==> src/rtl/fetch_unit.sv <==
// RiSC-16 instruction fetch stage: owns the PC, fetches one instruction per step
// over a req/ack handshake and holds it decoded for the control unit and datapath.
module fetch_unit #(
  parameter logic [15:0] RESET_PC = 16'h0000
) (
  input  logic        clk,
  input  logic        rst,
  output logic        imem_req,
  output logic [15:0] imem_addr,
  input  logic        imem_ack,
  input  logic [15:0] imem_rdata,
  output logic [15:0] instr,
  output logic [2:0]  op,
  output logic [2:0]  rA,
  output logic [2:0]  rB,
  output logic [2:0]  rC,
  output logic [15:0] simm7,
  output logic [9:0]  imm10,
  output logic [15:0] pc,
  output logic [15:0] pc_plus1,
  output logic        instr_valid,
  input  logic        retire,
  input  logic [1:0]  MUX_pc,
  input  logic [15:0] jalr_tgt,
  output logic        halted
);

  localparam logic [1:0] S_BOOT  = 2'd0;
  localparam logic [1:0] S_FETCH = 2'd1;
  localparam logic [1:0] S_HOLD  = 2'd2;
  localparam logic [1:0] S_HALT  = 2'd3;

  logic [1:0]  r_state;
  logic [15:0] r_pc;
  logic [15:0] r_instr;

  logic [15:0] w_pc_plus1;
  logic [15:0] w_simm7;
  logic [15:0] w_next_pc;
  logic        w_halt;

  assign w_pc_plus1 = r_pc + 16'd1;
  assign w_simm7    = {{9{r_instr[6]}}, r_instr[6:0]};
  assign w_halt     = (r_instr[15:13] == 3'b111) && (r_instr[6:0] != 7'd0);

  // NOTE: give every always_comb output a default first so no path can infer a latch.
  always_comb begin
    w_next_pc = w_pc_plus1;
    case (MUX_pc)
      2'b01:   w_next_pc = w_pc_plus1 + w_simm7;
      2'b10:   w_next_pc = jalr_tgt;
      default: w_next_pc = w_pc_plus1;
    endcase
  end

  // NOTE: state uses non-blocking assignments so every register samples pre-edge values.
  always_ff @(posedge clk or posedge rst) begin
    if (rst) begin
      r_state <= S_BOOT;
      r_pc    <= RESET_PC;
      r_instr <= 16'd0;
    end else begin
      case (r_state)
        S_BOOT:  r_state <= S_FETCH;
        S_FETCH: begin
          if (imem_ack) begin
            r_instr <= imem_rdata;
            r_state <= S_HOLD;
          end
        end
        S_HOLD: begin
          if (retire) begin
            if (w_halt) begin
              r_state <= S_HALT;
            end else begin
              r_pc    <= w_next_pc;
              r_state <= S_FETCH;
            end
          end
        end
        default: r_state <= S_HALT;
      endcase
    end
  end

  // Moore outputs: nothing here depends on imem_ack or retire.
  assign imem_req    = (r_state == S_FETCH);
  assign instr_valid = (r_state == S_HOLD);
  assign halted      = (r_state == S_HALT);
  assign imem_addr   = r_pc;
  assign pc          = r_pc;
  assign pc_plus1    = w_pc_plus1;
  assign instr       = r_instr;
  assign op          = r_instr[15:13];
  assign rA          = r_instr[12:10];
  assign rB          = r_instr[9:7];
  assign rC          = r_instr[2:0];
  assign simm7       = w_simm7;
  assign imm10       = r_instr[9:0];

endmodule

==> config.mk <==
export PLATFORM = sky130hd
export DESIGN_NAME = fetch_unit
export DESIGN_NICKNAME = d
export VERILOG_FILES = /design/src/rtl/fetch_unit.sv
export SDC_FILE = /design/constraint.sdc
export NUM_CORES = 1
export LEC_CHECK = 0
export CORE_ASPECT_RATIO = 0.6
export CORE_UTILIZATION = 46
export DETAILED_ROUTE_END_ITERATION = 16
export GPL_ROUTABILITY_DRIVEN = 1
export GPL_TIMING_DRIVEN = 0
export PLACE_DENSITY = 0.88
export SYNTH_ARGS = -nofsm -noshare
export SYNTH_HDL_FRONTEND = slang
export SYNTH_SLANG_ARGS = --single-unit
==> constraint.sdc <==
create_clock -name clk -period 7.52 [get_ports clk]
set_input_delay 1.128 -clock clk [delete_from_list [all_inputs] [get_ports clk]]
set_output_delay 1.128 -clock clk [all_outputs]
set_load 0.02 [all_outputs]
==> flow_metrics.tcl <==
set metrics [dict create \
    hold_buffers 0 \
    fin_skew_ns 0.00492 \
    p_per_area_nw_per_um2 507 \
    holdCritStartpoint "instr[10]$_DFFE_PP0P_" \
    setup-tns-final_ns 0 \
    place_inst 592 \
    slew_viol_final 0 \
    layout_min_cycle_time_ns 4.37 \
    portBuffers 142 \
    pre_cts_slack_ns 3.62 \
    regToRegSetupSlack_ns 3.84 \
    path_class "reg2out" \
    synth-edff-count 0 \
    hpwl_um 8060 \
    ios 143 \
    instances_no_fill 600 \
    worstReg2RegStart "imem_addr[0]$_DFFE_PP0P_" \
    max_stage_delay_ns 0.70 \
    finalHoldViolCount 0 \
    post-cts-setup-buffers 0 \
    wl_um 10400 \
    yosysSeqAreaShare_pct 27.0 \
    drive_above_1_share_pct 17.8 \
    ys.flop_type "dfrtp_1" \
    grt_max_degree 35 \
    cts_inserted_buffers 5 \
    min_path_type "reg2reg" \
    dpl-instance-area_um2 4680 \
    nets 575 \
    die_h_um 66.1 \
    crit_end "pc_plus1[14]" \
    initial_core_util_pct 49.5 \
    fp.dieW_um 109 \
    endpoint_kind "primary output" \
    core_um2 6360 \
    ctsHtreeMaxLevel 2 \
    antenna_found_initial 0 \
    syn_avg_cell_area_um2 8.60 \
    crit_family "simple AND/OR/NAND/NOR gates" \
    fp.dieArea_um2 7190 \
    max-slew-margin-rel_pct 38.1 \
    grt_pass1_vias 3044 \
    tightest_slew_ns 0.929 \
    finalCritPeriodShare_pct 58.0 \
    ys_ff_latch 34 \
    track_usage_pct 28.9 \
    path_clk_slew_ns 0.06 \
    drt-vias-per-instance 5.60 \
    leakagePower_nw 2.06 \
    total_power_mw 2.45 \
    cp_slowest_cell "clkdlybuf4s50_1" \
    cts_tree "built" \
    areaGrowthSynthToFinish_pct 53.3 \
    drc 0 \
    grt_pass1_wl_um 15800 \
    clockBufferDepth 2 \
    syn-num-nets 426 \
    netlist_area_um2 3150 \
    rsz0062_at_grt "no" \
    final_area_um2 4830 \
    cts-resized-gates 0 \
    yosysMostFrequentCell "buf_4" \
    clkSinkCount 34 \
    yosys.cell_types.count 52 \
    post_drt_wl_per_cell_um 17.3 \
    required_ns 6.39 \
    setup_slack_ns 3.15 \
    yosys.area.top_type_share_pct 27.0 \
    drtIter0Drc 367 \
    cp_num_buf_inv 1 \
    core.rowCount 22 \
    cts_root_buf "clkbuf_16" \
    antenna_left 0 \
    async_reset_ff_share_pct 100 \
    routabilityCongestion 0.961 \
    drt_pass1_iterations 6 \
    synth_common_cells "buf_4 (54), a21oi_1 (37), dfrtp_1 (34)" \
    cp.depth 6 \
    drv_cap 0 \
    synth.area.top_cells "dfrtp_1 (27%), buf_4 (13%), ha_1 (8.3%), a21oi_1 (5.9%), mux2_2 (5.7%)" \
    status "finished clean" \
    vdd_drop_max_v 0.000352 \
    ys.warnings.count 0 \
    worst_r2r_path_depth 12 \
    netlist_instances 366 \
    num_antenna_cells 0 \
    fmax_mhz 229 \
    grt-ovfl-total 0 \
    reg2reg_to "imem_addr[11]$_DFFE_PP0P_" \
    finalSetupViolCount 0 \
    crit_arrival_ns 3.24 \
    yosysTopAreaCell "dfrtp_1" \
    insertion_delay_ns 0.28 \
    vias 3361 \
    critPathLaunchType "flip-flop" \
    crit_start "imem_addr[7]$_DFFE_PP0P_" \
    critPathMaxFanout 9 \
    cp_cell_sequence "and4_1, nand3_1, nor3_1, nand2_1, xnor2_1, clkdlybuf4s50_1" \
]
[cells in the final DEF (no fill, tap or decap), drive strengths merged, types with 4 or more instances in the layout]
master | synthesis | routed
ha | 21 | 21
a31oi | 7 | 7
dfrtp | 34 | 34
o22ai | 6 | 6
nand2 | 25 | 25
a221o | 4 | 4
nor3 | 6 | 6
clkdlybuf4s50 | 0 | 142
nand3 | 10 | 10
o21ai | 22 | 22
buf | 58 | 58
a221oi | 4 | 4
xor2 | 12 | 12
inv | 17 | 17
nor2 | 12 | 12
mux2 | 16 | 16
a21oi | 38 | 38
o211ai | 4 | 4
clkbuf | 12 | 18
xnor2 | 15 | 15
[flip-flops by register name (all words and copies together) (netlist names)]
register and cells:
imem_addr 16, instr 16, r_state 2
[kinds of logic after synthesis]
group,after synthesis,share of synthesized area (%)
fa+ha+maj,22,8.98
mux,17,6.04
flops,34,27.0
xor+xnor,27,7.51
simple gates,71,11.3
compound gates,108,21.5
buf+inv,87,17.6
[power by group]
group | internal [mW] | total (mW) | switching [mW]
combinational | 0.919 | 1.82 | 0.900
clock | 0.131 | 0.212 | 0.0808
sequential | 0.262 | 0.415 | 0.153
total | 1.31 | 2.44 | 1.13
[worst min path at each step]
stage	slack [ns]	endpoint	cells past startpoint
2_1_floorplan	0.48	r_state[1]$_DFFE_PP0P_	2
3_3_place_gp	0.51	r_state[1]$_DFFE_PP0P_	2
3_5_place_dp	0.52	instr[11]$_DFFE_PP0P_	1
4_1_cts	0.54	instr[11]$_DFFE_PP0P_	1
5_1_grt	0.56	instr[10]$_DFFE_PP0P_	1
6_report	0.54	instr[10]$_DFFE_PP0P_	1
[metrics by stage]
stage	utilization (%)	hold WS, ns
after floorplan	-	0.484
after global placement	73.5	0.508
after detailed placement	73.5	0.524
after CTS	75.9	0.537
after global routing	75.9	0.563
final	75.9	0.535
[metal layers]
metal / up-vias / global-route usage (%) / part of all wire (%) / wire length, um
met4: 0 / 5.91 / 1.2 / 125
li1: 1548 / - / - / -
met1: 1566 / 39.9 / 44 / 4530
met3: 19 / 7.19 / 11 / 1150
met5: - / 0 / 0 / 0
met2: 228 / 45.6 / 44 / 4590
[cell type report]
class,instances,area (um^2)
flip-flops and latches,34,851
plain buffers,70,492
multi-input cells,245,1740
repair buffers,142,1420
clock buffers,6,139
well taps,84,105
fillers,456,1530
inverters,17,63.8
clock inverters,2,12.5
No activity file was read; power rests on OpenSTA's default activity.
